--- config.mk ---
export PLATFORM = sky130hd
export DESIGN_NAME = rgb_seq_multi
export DESIGN_NICKNAME = d
export VERILOG_FILES = /design/src/rtl/rgb_seq_pkg.sv /design/src/rtl/rgb_seq_channel.sv /design/src/rtl/rgb_seq_multi.sv
export SDC_FILE = /design/constraint.sdc
export NUM_CORES = 1
export LEC_CHECK = 0
export CAP_MARGIN = 20
export CORE_AREA = 2 2 76 78
export CTS_BUF_LIST = sky130_fd_sc_hd__clkbuf_2
export CTS_CLUSTER_SIZE = 40
export DETAILED_ROUTE_END_ITERATION = 8
export DIE_AREA = 0 0 78 80
export PLACE_DENSITY = 0.79
export SLEW_MARGIN = 20
export SYNTH_ARGS = -nofsm -noshare
export SYNTH_HDL_FRONTEND = slang
export SYNTH_SLANG_ARGS = --single-unit
--- constraint.sdc ---
create_clock -name clk -period 2.1 [get_ports clk]
set_clock_uncertainty 0.2 [all_clocks]
set_input_delay 0.42 -clock clk [delete_from_list [all_inputs] [get_ports clk]]
set_output_delay 0.42 -clock clk [all_outputs]
set_load 0.02 [all_outputs]
--- src/rtl/rgb_seq_pkg.sv ---
// rgb_seq_pkg: colour table, mode encoding and index stepping shared by the RGB sequencer.
package rgb_seq_pkg;
  localparam logic [7:0][23:0] COLOUR_LUT = {
    24'hFFFFFF, 24'hFFFF00, 24'hFF00FF, 24'hFF0000,
    24'h00FFFF, 24'h00FF00, 24'h0000FF, 24'h000000
  };
  localparam logic [23:0] WHITE = 24'hFFFFFF;
  typedef enum logic [1:0] {MODE_FWD = 2'b00, MODE_REV = 2'b01, MODE_PING = 2'b10} mode_e;
  typedef struct packed {
    logic [2:0] idx;
    logic       dir;
    logic       wrap;
  } step_t;
  // Mode 11 falls through to forward; dir only moves in ping-pong.
  function automatic step_t next_step(input logic [2:0] idx, input logic dir, input logic [1:0] mode,
                                      input logic [2:0] lo, input logic [2:0] hi);
    if (mode == MODE_REV)
      return (idx == lo) ? step_t'{hi, dir, 1'b1} : step_t'{idx - 3'd1, dir, 1'b0};
    if (mode == MODE_PING && dir)
      return (idx == lo) ? step_t'{idx + 3'd1, 1'b0, 1'b1} : step_t'{idx - 3'd1, 1'b1, 1'b0};
    if (mode == MODE_PING)
      return (idx == hi) ? step_t'{idx - 3'd1, 1'b1, 1'b1} : step_t'{idx + 3'd1, 1'b0, 1'b0};
    return (idx == hi) ? step_t'{lo, dir, 1'b1} : step_t'{idx + 3'd1, dir, 1'b0};
  endfunction
  function automatic logic [2:0] clamp_idx(input logic [2:0] v, input logic [2:0] lo, input logic [2:0] hi);
    return (v < lo) ? lo : (v > hi) ? hi : v;
  endfunction
endpackage

--- src/rtl/rgb_seq_channel.sv ---
// rgb_seq_channel: one light channel - dwell counter, index/direction state and 2-stage colour pipe.
module rgb_seq_channel
  import rgb_seq_pkg::*;
#(
  parameter int THR_W   = 6,
  parameter int SEQ_MIN = 1,
  parameter int SEQ_MAX = 6
) (
  input  logic             clk,
  input  logic             rst,
  input  logic [THR_W-1:0] i_threshold,
  input  logic             i_button,
  input  logic             i_sel,
  input  logic [1:0]       i_mode,
  input  logic             i_ld_valid,
  input  logic [2:0]       i_ld_index,
  output logic [23:0]      o_lights,
  output logic             o_wrap
);
  localparam logic [2:0] LO = 3'(SEQ_MIN);
  localparam logic [2:0] HI = 3'(SEQ_MAX);
  logic [2:0]       r_idx;
  logic [THR_W-1:0] r_cnt;
  logic             r_dir;
  logic             r_wrap;
  logic [23:0]      r_lut;
  logic [23:0]      r_out;
  step_t            w_step;
  logic             w_adv;
  always_comb begin
    w_step = next_step(r_idx, r_dir, i_mode, LO, HI);
    w_adv  = i_button && (r_cnt >= i_threshold);
  end
  always_ff @(posedge clk) begin
    if (rst) begin
      r_idx  <= LO;
      r_cnt  <= '0;
      r_dir  <= 1'b0;
      r_wrap <= 1'b0;
      r_lut  <= COLOUR_LUT[LO];
      r_out  <= i_sel ? COLOUR_LUT[LO] : WHITE;
    end else begin
      r_lut  <= COLOUR_LUT[r_idx];
      r_out  <= i_sel ? r_lut : WHITE;
      r_wrap <= !i_ld_valid && w_adv && w_step.wrap;
      if (i_ld_valid) begin
        r_idx <= clamp_idx(i_ld_index, LO, HI);
        r_cnt <= '0;
      end else if (w_adv) begin
        r_idx <= w_step.idx;
        r_dir <= w_step.dir;
        r_cnt <= '0;
      end else if (i_button) begin
        r_cnt <= r_cnt + THR_W'(1);
      end
    end
  end
  assign o_lights = r_out;
  assign o_wrap   = r_wrap;
endmodule

--- src/rtl/rgb_seq_multi.sv ---
// rgb_seq_multi: NUM_CH independent RGB colour sequencers sharing one dwell threshold.
module rgb_seq_multi
  import rgb_seq_pkg::*;
#(
  parameter int NUM_CH  = 2,
  parameter int THR_W   = 6,
  parameter int SEQ_MIN = 1,
  parameter int SEQ_MAX = 6
) (
  input  logic                 clk,
  input  logic                 rst_n,
  input  logic [THR_W-1:0]     threshold,
  input  logic [NUM_CH-1:0]    button,
  input  logic [NUM_CH-1:0]    lights_sel,
  input  logic [2*NUM_CH-1:0]  mode,
  input  logic [NUM_CH-1:0]    ld_valid,
  input  logic [3*NUM_CH-1:0]  ld_index,
  output logic [24*NUM_CH-1:0] lights_out,
  output logic [NUM_CH-1:0]    wrap
);
  // rst_n is active-high despite its name; kept to match the surrounding top level.
  for (genvar k = 0; k < NUM_CH; k++) begin : g_ch
    rgb_seq_channel #(.THR_W(THR_W), .SEQ_MIN(SEQ_MIN), .SEQ_MAX(SEQ_MAX)) u_ch (
      .clk        (clk),
      .rst        (rst_n),
      .i_threshold(threshold),
      .i_button   (button[k]),
      .i_sel      (lights_sel[k]),
      .i_mode     (mode[2*k+:2]),
      .i_ld_valid (ld_valid[k]),
      .i_ld_index (ld_index[3*k+:3]),
      .o_lights   (lights_out[24*k+:24]),
      .o_wrap     (wrap[k])
    );
  end
endmodule
# Yosys cells after proc, flatten, opt, wreduce, memory -nomap -nowiden
# Memories as Yosys holds them, arrays and structs flattened. A register that Yosys moved wholly into a read port is not among the register bits.
# Cells that the tools add are included.
[op_classes]
order_cmp = 6
bitwise = 2
reduce_logical = 18
n_addsub = 6
eq_ne = 8
muxes = 46
[ops]
columns = ["op", "count"]
rows = [
  ["$mux 24", 6],
  ["$mux 5", 20],
  ["$mux 3", 8],
  ["$add 6x1->6 const B", 2],
  ["$ge 6x6->1", 2],
  ["$mux 1", 12],
  ["$logic_and 1x1->1", 8],
  ["$add 3x1->3 const B", 2],
  ["$eq 3x1->1 const B", 2],
  ["$eq 3x3->1 const B", 2],
  ["$gt 3x3->1 const B", 2],
  ["$lt 3x1->1 const B", 2],
  ["$reduce_and 3->1", 2],
  ["$reduce_bool 3->1", 2],
  ["$reduce_or 3->1", 2],
  ["$sub 3x1->3 const B", 2],
  ["$eq 2x1->1 const B", 2],
  ["$eq 2x2->1 const B", 2],
  ["$reduce_bool 2->1", 2],
  ["$logic_not 1->1", 2],
  ["$not 1->1", 2],
]
[word_totals]
elab_cells = 98
memories = 2
inputBits = 24
output_inout_bits = 50
reg_bits = 70
rom_bits = 384
[mem_list]
columns = ["name", "depth", "word_bits", "read_ports", "rd_clocked_by_memory_dff", "write_ports", "line_no", "rtl"]
rows = [
  ["(name not given)", 8, 24, 1, 1, 0, "rgb_seq_channel.sv:43", "r_lut <= COLOUR_LUT[r_idx];"],
  ["(name not given)", 8, 24, 1, 1, 0, "rgb_seq_channel.sv:43", ""],
]

# Longest topological paths before layout
# Gate-level depths: netlist (run 1).
[depth]
ltp_word = 11
depth_mapped = 8
depth_no_buf = 7

# Modules after synthesis
# Synthesis (run 1) repeated with hierarchy kept, for this count alone.
[unflattened]
hier_cells = 301
area_unflattened_um2 = 2486.1
[by_module_without_submodules]
columns = ["mod", "cells_per_inst", "seq_area_each_um2", "area_each_um2", "n_inst"]
rows = [
  ["rgb_seq_channel at g_ch[0].u_ch", 150, 340.3, 1257.5, 1],
  ["rgb_seq_channel at g_ch[1].u_ch", 151, 340.3, 1228.7, 1],
]

# Worst setup path before layout (run 1)
# No wires, ideal clock.
[synth_timing]
path_type = "input to register"
startpoint = "input threshold[5]"
endpoint = "register g_ch[0].u_ch.r_cnt[1]"
path_buffers = 1
slack_ns = 0.092
path_stages = 8
arrival_time_ns = 1.746
setup_ns = 0.062
t_required_ns = 1.838
path_cell_list = "inv_1 ha_1 a21o_1 a2bb2oi_2 o21ai_2 or3_1 buf_4 nor2_2"
[synth_between]
elab_chain_cells = 3
[synth_rtl]
columns = ["item", "line_no", "rtl"]
rows = [
  ["from (decl)", "rgb_seq_multi.sv:12", "input logic [THR_W-1:0] threshold,"],
  ["$ge 6x6->1", "rgb_seq_channel.sv:32", "w_adv = i_button && (r_cnt >= i_threshold);"],
  ["$logic_and 1x1->1", "rgb_seq_channel.sv:32", ""],
  ["$reduce_or 3->1 (no line)", "--", ""],
  ["to (signal assigned)", "rgb_seq_channel.sv:54", "r_cnt <= r_cnt + THR_W'(1);"],
  ["to (decl)", "rgb_seq_channel.sv:23", "logic [THR_W-1:0] r_cnt;"],
]
# No other way between the ends.
# A chain may end at the register's enable or synchronous reset.

# Worst setup path after layout (run 1)
[layout_timing]
startpoint = "input threshold[2]"
endpoint = "register g_ch[1].u_ch.r_dir"
[layout_between]
elab_chain_cells = 3
[layout_rtl]
columns = ["item", "line_no", "rtl"]
rows = [
  ["$ge 6x6->1", "rgb_seq_channel.sv:32", ""],
  ["$logic_and 1x1->1", "rgb_seq_channel.sv:32", ""],
  ["$reduce_and 3->1 (no line)", "--", ""],
  ["to (signal assigned)", "rgb_seq_channel.sv:51", "r_dir <= w_step.dir;"],
  ["to (decl)", "rgb_seq_channel.sv:24", "logic r_dir;"],
]
# No other way between the ends.

==> results of run 1 <==
-- area by class of cell --
type / count / area [um^2] / share of cell area [%]
well taps: 72 / 90.1 / 2.68
flip-flops and latches: 34 / 688 / 20.5
clock inverters: 3 / 45.0 / 1.34
multi-input cells: 177 / 1500 / 44.5
repair buffers: 95 / 926 / 27.5
inverters: 25 / 93.8 / 2.79
clock buffers: 5 / 25.0 / 0.744
-- report_power, final --
part           internal, mW  switching (mW)  leakage (nW)  total (mW)
Sequential            0.670          0.0253         0.278       0.695
Clock                 0.200           0.246        0.0352       0.446
Combinational         0.193           0.228          1.16       0.421
Total                  1.06           0.499          1.47        1.56
-- cells in the final DEF (no fill, tap or decap), drive strengths merged, types with 4 or more instances in the layout --
cell and count:
dfxtp 34, dlygate4sd2 26, ha 26, dlymetal6s2s 25
inv 25, nor2 25, clkdlybuf4s50 22, buf 22
a21oi 18, nand2 17, o21ai 10, nor3 8
xor2 6, a211oi 6, clkbuf 5, nand2b 4
nand4 4, xnor2 4, or2 4, o21a 4
nor4 4, nand3 4
-- final timing paths --
kind | endpoint | slack, ps | from | cells after the start
worst max-delay path | g_ch[1].u_ch.r_dir | 3 | threshold[2] | 9
worst max register to register | g_ch[1].u_ch.r_dir | 100 | g_ch[1].u_ch.r_cnt[4] | 7
worst min register to register | g_ch[1].u_ch.o_lights[6] | 240 | g_ch[1].u_ch.r_lut[7] | 1
worst min-delay path | g_ch[1].u_ch.o_lights[6] | 240 | g_ch[1].u_ch.r_lut[7] | 1
-- synthesized netlist by cell type, types with 3 or more instances --
master	instances	share of area [%]
buf_4	45	13
a211oi_1	6	1.8
inv_1	25	3.7
nor2_1	13	1.9
buf_2	6	1.2
nor2_2	12	2.9
nand2b_1	4	0.98
clkbuf_1	3	0.44
xor2_1	6	2.1
ha_1	26	13
dfxtp_1	34	27
o21ai_0	7	1.4
a21oi_1	18	3.5
xnor2_1	4	1.4
nand4_1	4	0.98
nor3_1	8	1.6
nand2_1	17	2.5
-- what timing repair did --
item,in CTS,in global routing
pin swaps,0,18
resized for setup,31,49
endpoints found under the setup margin,61,43
buffers inserted,0,1
-- sequential cells by signal, summed over array words and instances (netlist names) --
register and flops:
g_ch.u_ch.o_lights 6, g_ch.u_ch.o_wrap 2, g_ch.u_ch.r_cnt 12, g_ch.u_ch.r_dir 2, g_ch.u_ch.r_idx 6, g_ch.u_ch.r_lut 6
-- metrics by stage --
| stage | worst slack (ps) | cells |
|---|---|---|
| 5_1_grt | -36.3 | 411 |
| 2_1_floorplan | 91.7 | 294 |
| 6_report | 2.95 | 411 |
| 4_1_cts | -20.9 | 410 |
| 3_3_place_gp | -439 | 402 |
| 3_5_place_dp | -487 | 402 |
-- kinds of logic (layout without fill, tap and decap cells) --
logic type      Yosys count  in the layout  share of synthesized area (%)
mux                       2              2                          0.787
xor+xnor                 10             10                           3.44
flops                    34             34                           26.7
fa+ha+maj                28             28                           13.6
buf+inv                  83            128                           19.9
simple gates             77             77                           17.4
compound gates           60             60                           18.2
-- layer usage --
metal	GRT usage, %	vias up	wire length, um
met5	0	-	0
met4	6.67	0	103
met3	4.64	9	415
met2	28.8	87	2760
met1	19.4	980	2310
li1	-	1050	-
==> key figures, run 1 <==
Die
  • # IOs: 74
  • Die W: 78 um
  • Core area: 0.00541 mm^2
  • Effective utilization at floorplan: 47.1%
  • Die Area: 0.00624 mm^2
  • Die height: 80 um
  • Placement row count: 27

Synthesis
  • Yosys cell types: 47
  • Gate Count Post-Synth: 294
  • Yosys warns: 0
  • Sequential share of the synthesized area: 26.7%
  • Fraction of registers with async set/reset: 0%
  • EDFF count, synth: 0
  • Synth Area per Inst: 8.66 um^2
  • Ys flop type: dfxtp_1
  • Register bit total from synthesis: 34
  • Synthesized area: 0.00254 mm^2
  • Synthesized Nets: 344

Critical path
  • Max incr delay on CP: 450 ps
  • Delay-heaviest family, CP: buffers and inverters
  • Critical path endpoint category: flip-flop
  • CP Launch Type: input port
  • Critical path's slowest cell: clkdlybuf4s50_1
  • Worst endpoint data arrival time: 2200 ps
  • Cell breakdown of the critical path: clkdlybuf4s50_1, inv_1, ha_1, nand2_1, or2_4, o21a_4, buf_4, o41ai_2, a21oi_1
  • CP Class: input port to flip-flop
  • Crit Path Max Fanout: 5
  • Bufs and invs on worst path: 3
  • Critical Path RT: 2210 ps

STA
  • Slew Limit Fails: 0
  • Final cycle utilization of the critical path: 99.9%
  • Final Hold Viols: 0
  • Actual slew at the worst max-slew pin: 316 ps
  • Rel. slew slack: 78.8%
  • Fin crit period: 2100 ps
  • Setup_tns: 0 ps
  • Max Clk Rate: 477 MHz
  • # setup viols final: 0
  • WHS: 243 ps

Place
  • Placer Congestion: 0.875
  • Detailed Place HPWL: 3.98 mm
  • PortBufs: 73
  • Placed inst area: 0.00311 mm^2

Clock tree
  • Cts hold-fix bufs: 0
  • CTS Root Cell: clkbuf_2
  • Max Buffers Root-to-Sink: 2
  • Clock Sinks: 34
  • TritonCTS Buffers: 5
  • Clk_lat worst skew: 390 ps
  • Clock Pin Slew Worst Setup and Hold Paths: 200 ps
  • CTS HTree Levels: 2
  • CTS tree: built

GRT
  • GRT overflow: 0
  • Initial antenna violation count: 0
  • Pin count of the biggest net entering global routing: 13
  • Aggregate global-route resource usage: 16.6%
  • First-pass GRT wire length: 8.34 mm
  • Number of global-route vias before repair: 1876

Route
  • Post-route ant nets: 0
  • Post-route DRC: 0
  • Initial DRC count: 97
  • DR vias/cell: 5.17
  • DR WL/cell: 13.6 um
  • Post-Route WL: 5.59 mm
  • Initial DRT Pass Iterations: 4
  • Total number of vias: 2126

Run
  • Maximum capacitance violations: 0

Finish
  • Share of layout cells above drive strength 1: 25.7%
  • Filler Cells Inserted: 455
  • Post-layout net count: 388
  • P&R area growth vs syn: 32.2%
  • Cell area after layout: 0.00336 mm^2
  • Final core utilization: 62.2%
  • Ant diodes: 0

Power
  • Leak: 1.47 nW
  • Max IR drop VDD: 0.270 mV
  • Power per cell area: 464 mW/mm^2
  • Power Total: 1.56 mW

Hold path
  • Hold Path Class: flip-flop to flip-flop

Status
  • Run status: finished clean
No activity file was read; power rests on OpenSTA's default activity.
==> inputs of run 2 (changes only) <==
--- a/config.mk
+++ b/config.mk
@@ -6,12 +6,12 @@
 export NUM_CORES = 1
 export LEC_CHECK = 0
 export CAP_MARGIN = 20
-export CORE_AREA = 2 2 76 78
+export CORE_AREA = 2 2 72 81
 export CTS_BUF_LIST = sky130_fd_sc_hd__clkbuf_2
 export CTS_CLUSTER_SIZE = 40
 export DETAILED_ROUTE_END_ITERATION = 8
-export DIE_AREA = 0 0 78 80
-export PLACE_DENSITY = 0.79
+export DIE_AREA = 0 0 74 83
+export PLACE_DENSITY = 0.81
 export SLEW_MARGIN = 20
 export SYNTH_ARGS = -nofsm -noshare
 export SYNTH_HDL_FRONTEND = slang
==> run 2 against run 1 <==
Against the previous run:
- utilization grew 1.8 points
- non-clock buffer count shrank 1
- sequential power is essentially flat
- wire length rose by 8.0%
- hold slack barely moved
- total power shrank 0.23%
- register-to-register slack about the same
- critical path type unchanged
- critical endpoint is now g_ch[1].u_ch.r_cnt[5]
==> key figures, run 2 (same netlist as run 1, synthesis figures left out) <==
Hold path
  • Hold Path Class: flip-flop to flip-flop (unchanged)
  • HP Start: g_ch[1].u_ch.r_lut[7] (unchanged)

Clock tree
  • CTS HTree Levels: 2 (unchanged)
  • CTS Root Cell: clkbuf_2 (unchanged)
  • Max Buffers Root-to-Sink: 2 (unchanged)
  • TritonCTS Buffers: 5 (unchanged)
  • Clock Pin Slew Worst Setup and Hold Paths: 180 ps (was 200 ps)
  • CTS tree: built (unchanged)
  • Cts hold-fix bufs: 0 (unchanged)
  • Clock Sinks: 34 (unchanged)
  • Clk_lat worst skew: 390 ps (about the same)

STA
  • Fin crit period: 2070 ps (was 2100 ps)
  • Final cycle utilization of the critical path: 98.4% (was 99.9%)
  • Final worst setup slack: 33.9 ps (was 2.95 ps)
  • Actual slew at the worst max-slew pin: 302 ps (was 316 ps)
  • Slew Limit Fails: 0 (unchanged)
  • Final Hold Viols: 0 (unchanged)
  • # setup viols final: 0 (unchanged)
  • Rel. slew slack: 79.8% (was 78.8%)
  • Max Clk Rate: 484 MHz (was 477 MHz)

Route
  • DR WL/cell: 14.6 um (was 13.6 um)
  • Total number of vias: 2159 (was 2126)
  • DR vias/cell: 5.23 (was 5.17)
  • Post-route DRC: 0 (unchanged)
  • Initial DRC count: 80 (was 97)
  • Post-Route WL: 6.04 mm (was 5.59 mm)
  • Initial DRT Pass Iterations: 4 (unchanged)
  • Post-route ant nets: 0 (unchanged)

Place
  • Detailed Place HPWL: 4.20 mm (was 3.98 mm)
  • Placer Congestion: 0.895 (was 0.875)
  • PortBufs: 73 (unchanged)
  • Place WS: -484 ps (was -487 ps)
  • Placed inst area: 0.00312 mm^2 (was 0.00311 mm^2)

Critical path
  • CP Class: input port to flip-flop (unchanged)
  • Max incr delay on CP: 460 ps (was 450 ps)
  • Reg2Reg Launch Point: g_ch[0].u_ch.r_idx[0] (was g_ch[1].u_ch.r_cnt[4])
  • Cell breakdown of the critical path: clkdlybuf4s50_1, ha_1, nand2b_4, a21oi_4, o21ai_4, or3_4, nor2_2 (was clkdlybuf4s50_1, inv_1, ha_1, nand2_1, or2_4, o21a_4, buf_4, o41ai_2, a21oi_1)
  • Critical path's slowest cell: clkdlybuf4s50_1 (unchanged)
  • Worst endpoint data arrival time: 2200 ps (about the same)
  • Critical Path RT: 2240 ps (was 2210 ps)
  • Worst setup path startpoint: threshold[0] (was threshold[2])
  • Delay-heaviest family, CP: simple AND/OR/NAND/NOR gates (was buffers and inverters)
  • CP Launch Type: input port (unchanged)
  • Bufs and invs on worst path: 1 (was 3)
  • Critical path endpoint category: flip-flop (unchanged)
  • Crit Path Max Fanout: 6 (was 5)

GRT
  • Pin count of the biggest net entering global routing: 12 (was 13)
  • Initial antenna violation count: 0 (unchanged)
  • First-pass GRT wire length: 8.65 mm (was 8.34 mm)
  • Number of global-route vias before repair: 1979 (was 1876)
  • GRT overflow: 0 (unchanged)
  • Aggregate global-route resource usage: 17.6% (was 16.6%)

Power
  • Max IR drop VDD: 0.290 mV (was 0.270 mV)
  • Sequential Power Share: 44.6% (was 44.5%)
  • Combinational share of power: 27.8% (was 26.9%)
  • Clk pwr share: 27.6% (was 28.5%)
  • Leak: 1.45 nW (was 1.47 nW)
  • Net Sw Power: 496 uW (was 499 uW)
  • Pint: 1.06 mW (about the same)
  • Power per cell area: 460 mW/mm^2 (was 464 mW/mm^2)
  • Switching share of power: 31.8% (was 31.9%)

Finish
  • Cell area after layout: 0.00339 mm^2 (was 0.00336 mm^2)
  • Ant diodes: 0 (unchanged)
  • Share of layout cells above drive strength 1: 26.6% (was 25.7%)
  • Max reg flops: 12 (unchanged)
  • P&R area growth vs syn: 33.1% (was 32.2%)
  • FF+latch area: 687 um^2 (was 688 um^2)
  • Multi-input gate area: 0.00157 mm^2 (was 0.00150 mm^2)
  • Most frequent cells in the layout: 38 x dlygate4sd2_1, 31 x dfxtp_1, 21 x inv_1, 21 x clkdlybuf4s50_1, 20 x buf_4 (was 28 x dfxtp_1, 26 x dlygate4sd2_1, 25 x dlymetal6s2s_1)
  • Filler Cells Inserted: 428 (was 455)
  • Final core utilization: 64.0% (was 62.2%)
  • Post-layout net count: 387 (was 388)
  • Commonest non-fill, non-tap cell in the layout: dlygate4sd2_1 (was dfxtp_1)
  • Most flop-heavy register: g_ch.u_ch.r_cnt (unchanged)

Die
  • # IOs: 74 (unchanged)
  • Die W: 74 um (was 78 um)
  • Effective utilization at floorplan: 48.1% (was 47.1%)
  • Placement row count: 28 (was 27)
  • Die Area: 0.00614 mm^2 (was 0.00624 mm^2)
  • Core area: 0.00529 mm^2 (was 0.00541 mm^2)
  • Die height: 83 um (was 80 um)

Run
  • Maximum capacitance violations: 0 (unchanged)

Status
  • Run status: finished clean (unchanged)
==> run 2: cell types whose count changed in the layout (fill, tap and decap cells not counted), sizes merged <==
cell and change:
buf -1, dlymetal6s2s -11, clkinv +2, clkdlybuf4s50 -1
dlygate4sd2 +12, clkinvlp -2
==> run 2: repair_timing <==
item,in CTS,in global routing
setup endpoints to repair,63,30
pin swaps,0,17
cloned,0,0
buffers inserted,0,0
resized for setup,45,46
==> run 2: final cells by class <==
class                      instances  share of cell area [%]
clock buffer                       5                   0.739
timing repair buffer              94                    26.0
tap                               75                    2.77
sequential                        34                    20.3
multi-input combinational        177                    46.3
clock inverter                     3                    1.18
inverter                          25                    2.77
==> run 2: routing by layer <==
layer / up-vias / global-route usage (%) / part of all wire [%] / wire length (um)
met2: 96 / 31.2 / 52 / 3110
met1: 999 / 19.7 / 38 / 2320
met4: 0 / 7.27 / 3.0 / 181
li1: 1048 / - / - / -
met5: - / 0 / 0 / 0
met3: 16 / 3.76 / 7.0 / 421
==> run 2: worst paths after layout <==
check	end	cells after the start	slack, ps
max	g_ch[1].u_ch.r_cnt[5]	7	30
min	g_ch[1].u_ch.o_lights[6]	1	240
max reg2reg	g_ch[0].u_ch.r_idx[1]	7	100
min reg2reg	g_ch[1].u_ch.o_lights[6]	1	240
==> run 2: metrics by stage <==
stage	TNS [ps]	power, mW	hold slack (ps)	std cells
2_1_floorplan	0	0.994	189	294
3_3_place_gp	-8730	1.12	200	405
3_5_place_dp	-9500	1.13	208	405
4_1_cts	-12.6	1.53	240	413
5_1_grt	-63.2	1.63	260	413
6_report	0	1.56	243	413
==> run 2: power groups by stage <==
stage / Sequential (mW) / Clock, mW / Combinational, mW
6_report: 0.696 / 0.430 / 0.433
3_5_place_dp: 0.711 / 0 / 0.416
4_1_cts: 0.696 / 0.432 / 0.401
3_3_place_gp: 0.708 / 0 / 0.408
5_1_grt: 0.700 / 0.462 / 0.467
2_1_floorplan: 0.708 / 0 / 0.285
==> run 2: worst register-to-register path, cell delays in order (launching register included) <==
cell      delay [ps]
dfxtp_4          410
inv_1            100
ha_1             300
o21ai_0          110
nor4bb_2         190
a211oi_1         250
o221ai_2         140
a221oi_2         240
